File: src/rtl/key_conditioner.sv
`timescale 1ns/1ps
// -----------------------------------------------------------------------------
// key_conditioner
//
// Turns raw, asynchronous push-button levels into clean, clock-aligned control
// signals for the egg-timer top level. Every key channel is independent:
//   raw -> optional inversion -> two-flop synchronizer -> counter debouncer
//       -> registered press/release pulses -> optional hold-to-repeat pulses.
//
// Ports
//   CLK          system clock, all state updates on the rising edge
//   RESET_N      asynchronous active-low reset, clears every flop and output
//   KEY_RAW      raw key levels (1 = pressed after optional inversion)
//   KEY_LEVEL    debounced pressed level per key
//   KEY_PRESS    one-cycle pulse when KEY_LEVEL rises
//   KEY_RELEASE  one-cycle pulse when KEY_LEVEL falls
//   KEY_REPEAT   one-cycle auto-repeat pulse while a repeat-enabled key is held
// -----------------------------------------------------------------------------
module key_conditioner #(
    parameter int                N_KEYS          = 3,
    parameter int                DEBOUNCE_CYCLES = 16,
    parameter logic [N_KEYS-1:0] REPEAT_EN       = 3'b010,
    parameter int                REPEAT_DELAY    = 32,
    parameter int                REPEAT_PERIOD   = 8,
    parameter bit                ACTIVE_LOW_IN   = 1'b0
) (
    input  logic              CLK,
    input  logic              RESET_N,
    input  logic [N_KEYS-1:0] KEY_RAW,
    output logic [N_KEYS-1:0] KEY_LEVEL,
    output logic [N_KEYS-1:0] KEY_PRESS,
    output logic [N_KEYS-1:0] KEY_RELEASE,
    output logic [N_KEYS-1:0] KEY_REPEAT
);

    localparam int              DB_W    = $clog2(DEBOUNCE_CYCLES);
    localparam logic [DB_W-1:0] DB_LAST = DB_W'(DEBOUNCE_CYCLES - 1);

    // One repeat counter serves both the initial delay and the period, so it
    // is sized for whichever of the two is longer.
    localparam int              RP_MAX      = (REPEAT_DELAY > REPEAT_PERIOD) ? REPEAT_DELAY
                                                                             : REPEAT_PERIOD;
    localparam int              RP_W        = $clog2(RP_MAX);
    localparam logic [RP_W-1:0] DELAY_LAST  = RP_W'(REPEAT_DELAY - 1);
    localparam logic [RP_W-1:0] PERIOD_LAST = RP_W'(REPEAT_PERIOD - 1);

    typedef enum logic [1:0] {
        RPT_IDLE,
        RPT_DELAY,
        RPT_PERIOD
    } rpt_state_e;

    logic [N_KEYS-1:0] raw_in;
    assign raw_in = ACTIVE_LOW_IN ? ~KEY_RAW : KEY_RAW;

    for (genvar i = 0; i < N_KEYS; i++) begin : g_key
        logic            s1;
        logic            s;
        logic            stable;
        logic            press_q;
        logic            release_q;
        logic [DB_W-1:0] db_cnt;
        logic            differs;
        logic            db_done;
        logic            rise;
        logic            fall;

        assign differs = (s != stable);
        // The level is accepted on the edge where the counter already holds
        // DEBOUNCE_CYCLES-1 and the synchronized sample still disagrees.
        assign db_done = differs && (db_cnt == DB_LAST);
        assign rise    = db_done && s;
        assign fall    = db_done && !s;

        // NOTE: sequential state uses non-blocking assignments so every flop
        // samples the pre-edge values of the others, which is what makes
        // s1 -> s a real two-stage synchronizer.
        always_ff @(posedge CLK or negedge RESET_N) begin
            if (!RESET_N) begin
                s1        <= 1'b0;
                s         <= 1'b0;
                stable    <= 1'b0;
                db_cnt    <= '0;
                press_q   <= 1'b0;
                release_q <= 1'b0;
            end else begin
                s1        <= raw_in[i];
                s         <= s1;
                press_q   <= rise;
                release_q <= fall;
                // Any sample matching the stable level wipes the count: a
                // bounce earns no partial credit.
                if (!differs) begin
                    db_cnt <= '0;
                end else if (db_done) begin
                    stable <= s;
                    db_cnt <= '0;
                end else begin
                    db_cnt <= db_cnt + DB_W'(1);
                end
            end
        end

        assign KEY_LEVEL[i]   = stable;
        assign KEY_PRESS[i]   = press_q;
        assign KEY_RELEASE[i] = release_q;

        if (REPEAT_EN[i]) begin : g_rpt
            rpt_state_e      state_q;
            rpt_state_e      state_d;
            logic [RP_W-1:0] rcnt_q;
            logic [RP_W-1:0] rcnt_d;
            logic            rep_q;
            logic            rep_d;

            always_ff @(posedge CLK or negedge RESET_N) begin
                if (!RESET_N) begin
                    state_q <= RPT_IDLE;
                    rcnt_q  <= '0;
                    rep_q   <= 1'b0;
                end else begin
                    state_q <= state_d;
                    rcnt_q  <= rcnt_d;
                    rep_q   <= rep_d;
                end
            end

            // NOTE: every signal written here gets a default first, so no path
            // through the case statement can leave one unassigned and infer a
            // latch.
            always_comb begin
                state_d = state_q;
                rcnt_d  = rcnt_q;
                rep_d   = 1'b0;
                if (fall) begin
                    // Releasing the key wins over a repeat that would have
                    // fired on this same edge.
                    state_d = RPT_IDLE;
                    rcnt_d  = '0;
                end else begin
                    case (state_q)
                        RPT_IDLE: begin
                            if (rise) begin
                                state_d = RPT_DELAY;
                                rcnt_d  = '0;
                            end
                        end
                        RPT_DELAY: begin
                            if (rcnt_q == DELAY_LAST) begin
                                rep_d   = 1'b1;
                                rcnt_d  = '0;
                                state_d = RPT_PERIOD;
                            end else begin
                                rcnt_d = rcnt_q + RP_W'(1);
                            end
                        end
                        RPT_PERIOD: begin
                            if (rcnt_q == PERIOD_LAST) begin
                                rep_d  = 1'b1;
                                rcnt_d = '0;
                            end else begin
                                rcnt_d = rcnt_q + RP_W'(1);
                            end
                        end
                        default: begin
                            state_d = RPT_IDLE;
                            rcnt_d  = '0;
                        end
                    endcase
                end
            end

            assign KEY_REPEAT[i] = rep_q;
        end else begin : g_no_rpt
            assign KEY_REPEAT[i] = 1'b0;
        end
    end

endmodule
File: config.mk
export PLATFORM = sky130hd
export DESIGN_NAME = key_conditioner
export DESIGN_NICKNAME = d
export VERILOG_FILES = /design/src/rtl/key_conditioner.sv
export SDC_FILE = /design/constraint.sdc
export NUM_CORES = 1
export LEC_CHECK = 0
export CAP_MARGIN = 20
export CORE_MARGIN = 4
export CORE_UTILIZATION = 59
export DETAILED_ROUTE_END_ITERATION = 6
export PLACE_DENSITY = 0.8
export SYNTH_ARGS = -nofsm -noshare
export SYNTH_HDL_FRONTEND = slang
export SYNTH_SLANG_ARGS = --single-unit
export TNS_END_PERCENT = 10
File: constraint.sdc
create_clock -name CLK -period 3.2 [get_ports CLK]
set_input_delay 0.64 -clock CLK [delete_from_list [all_inputs] [get_ports CLK]]
set_output_delay 0.64 -clock CLK [all_outputs]
set_load 0.01 [all_outputs]
==> impl_results.md <==
- Final Hold Viols: 0
- Max FO, Critical Path: 5
- Mapped Avg Cell Area: 11.8 um2
- Vias in the first global route: 994
- Clock sinks: 35
- Die Y: 60.8 um
- CTS resizes: 0
- Crit path DAT: 1.39 ns
- Drt pass-1 iters: 4
- Final Max Tran Viols: 0
- Distinct cell type count after synthesis: 34
- Post CTS Setup Buffer Count: 0
- P per Cell Area: 556 mW/mm2
- Die width: 60.8 um
- Num rows: 18
- Prevailing post-synth register cell: dfrtp_1
- Final setup fails: 0
- Most instantiated cells after synthesis: 35 x dfrtp_1, 12 x buf_4, 9 x ha_1
- Status: finished, final reports clean
- Top post-synthesis cells by area: dfrtp_1 53%, ha_1 6.9%, buf_4 5.5%
- Post-DP Area: 0.00174 mm2
- Largest net degree at the start of global routing: 36
- CP cell instances: clkdlybuf4s50_1
- Routed WL: 2430 um
- Worst setup EP type: output pin
- Seq/Total Area, Yosys: 53.3%
- Critical Path Source Type: flip-flop
- Ys async rst share: 100%
- Starting DRT DRC Count: 32
- Die Area: 0.00369 mm2
- Final Cell Area: 0.00180 mm2
- Final worst-path cycle share: 63.3%
- Post-synth EDFFs: 0
- Worst-path clk slew: 0.10 ns
- Setup TNS: 0 ns
- Yosys reg bits: 35
- Fill cells: 181
- Max VDD drop: 497 uV
- Clock Tree Root: clkbuf_4
- DRC: 0
- Hold_ws: 0.358 ns
- Delay of the slowest critical-path stage: 0.59 ns
- Crit path time final: 2.03 ns
- Critical path type: flip-flop to output pin
- Total power: 998 uW
- PnR worst setup slack: 1.17 ns
- Cell Area, Synth: 0.00164 mm2
- IO buf count: 14
- Hold Crit Class: flip-flop to flip-flop
- CTS tree: built
- Layout net count: 164
- Flop-to-flop setup slack: 1.31 ns
- WL per Instance: 13.4 um
- GR Util All Layers: 15.3%
- Pleak: 0.798 nW
- Max-Cap Viols: 0
- Final ANT Viol Nets: 0
- Initial antenna violation count: 0
- Synth warnings: 0
- Vias per std cell: 5.55
- Max clock buf depth: 2
- WP data required: 2.56 ns
- First-pass GRT wire length: 4130 um
- GRT Residual Overflow: 0
- Syn Inst Count: 139
- I/O pins: 17
- RePlAce Congestion: 0.754
- Top-area cell type share of the netlist area: 53.3%
- Fmax: 493 MHz
- Worst path top cell family by delay: buffers and inverters
- WP buf/inv: 1
- H-tree lvl count: 2
- DP HPWL: 1820 um
- Layout cell share with drive strength beyond 1: 9.27%
- Initial cell density of the core: 64.0%
- Synth area leader: dfrtp_1
- Inserted Clock Buffers: 5
- Worst Skew: 0.00909 ns
- Count leader, synth: dfrtp_1
- Critical-path top delay cell: clkdlybuf4s50_1
- Clk_lat worst skew: 0.32 ns
- Unrepaired setup endpoints after global routing: false
- Dpl ws: 1.35 ns
- Antenna Cells: 0
- Synthesis-to-layout area growth: 9.29%
- Detailed-route via count: 1,005
- Total core area: 0.00257 mm2
- Hold buffers post-CTS: 0
## cell usage in the layout (no fill, tap or decap), types with 2 or more instances in the layout
cell type and count:
nor2_1 7, dfrtp_1 35, a21oi_1 6, o21ai_1 5
clkbuf_4 5, nand2_1 5, a22o_1 2, ha_1 9
nand3_1 5, o21ai_0 5, nor2b_1 4, and3_1 2
xnor2_1 5, nand4b_1 3, nor3b_1 7, mux2_1 3
inv_1 6, conb_1 2, clkdlybuf4s50_1 14, nand4_1 2
## worst register-to-register path: cells and delay by family (launching register included)
family	cells	cell delay, ns
AO/OA/AOI/OAI	2	0.30
flip-flops	1	0.42
adder cells (fa/ha/maj)	2	0.43
AND/OR/NAND/NOR	3	0.70
## power breakdown
part	total (mW)	leakage (nW)	internal (mW)	switching (mW)
clock	0.220	0.0282	0.0847	0.136
combinational	0.276	0.305	0.118	0.158
sequential	0.501	0.464	0.473	0.0277
## flip-flops by register name, summed over array words and instances (netlist names)
register	cells
g_key.release_q	3
g_key.g_rpt.rep_q	1
g_key.db_cnt	12
g_key.press_q	3
g_key.s	3
g_key.stable	3
g_key.g_rpt.rcnt_q	5
g_key.g_rpt.state_q	2
g_key.s1	3
## final timing paths
path / from / endpoint / depth (start not counted)
setup / recovery: g_key[1].stable / KEY_LEVEL[1] / 1
hold / removal: g_key[1].s1 / g_key[1].s / 0
setup reg to reg: g_key[1].g_rpt.rcnt_q[0] / g_key[1].g_rpt.rcnt_q[2] / 7
hold reg to reg: g_key[1].s1 / g_key[1].s / 0
max in group asynchronous: RESET_N / g_key[0].db_cnt[1] / 2
min in group asynchronous: RESET_N / g_key[1].db_cnt[3] / 2
## final cells by class
class / count / area [um2] / area share (%)
Tap cell: 30 / 37.5 / 2.09
Clock inverter: 2 / 12.5 / 0.697
Clock buffer: 6 / 41.3 / 2.30
Multi-Input combinational cell: 87 / 658 / 36.7
Sequential cell: 35 / 876 / 48.8
Inverter: 6 / 22.5 / 1.25
Timing Repair Buffer: 15 / 148 / 8.22
## stage by stage
stage                     util [%]  std cells
final                         69.9        181
after global routing          69.9        181
after CTS                     69.9        181
after detailed placement      67.8        173
after global placement        67.8        173
after floorplan                  -        140
## cells by family after synthesis
group / Yosys count / synth area share, %
other: 1 / 0.228
AOI/OAI and AO/OA: 25 / 9.75
muxes: 3 / 2.06
DFF: 35 / 53.3
xor gates and xnor gates: 6 / 3.66
and+or+nand+nor: 42 / 17.3
adders and majority gates: 9 / 6.85
buffers and inverters: 18 / 6.85
## layer usage
layer / global-route usage (%) / routed length, um / vias to the layer above
met5: 0 / 0 / -
met4: 3.72 / 0 / 0
met3: 5.74 / 107 / 0
met2: 26.3 / 1250 / 16
met1: 18.3 / 1070 / 487
li1: - / - / 502
Power figures use the tool's default switching activity.
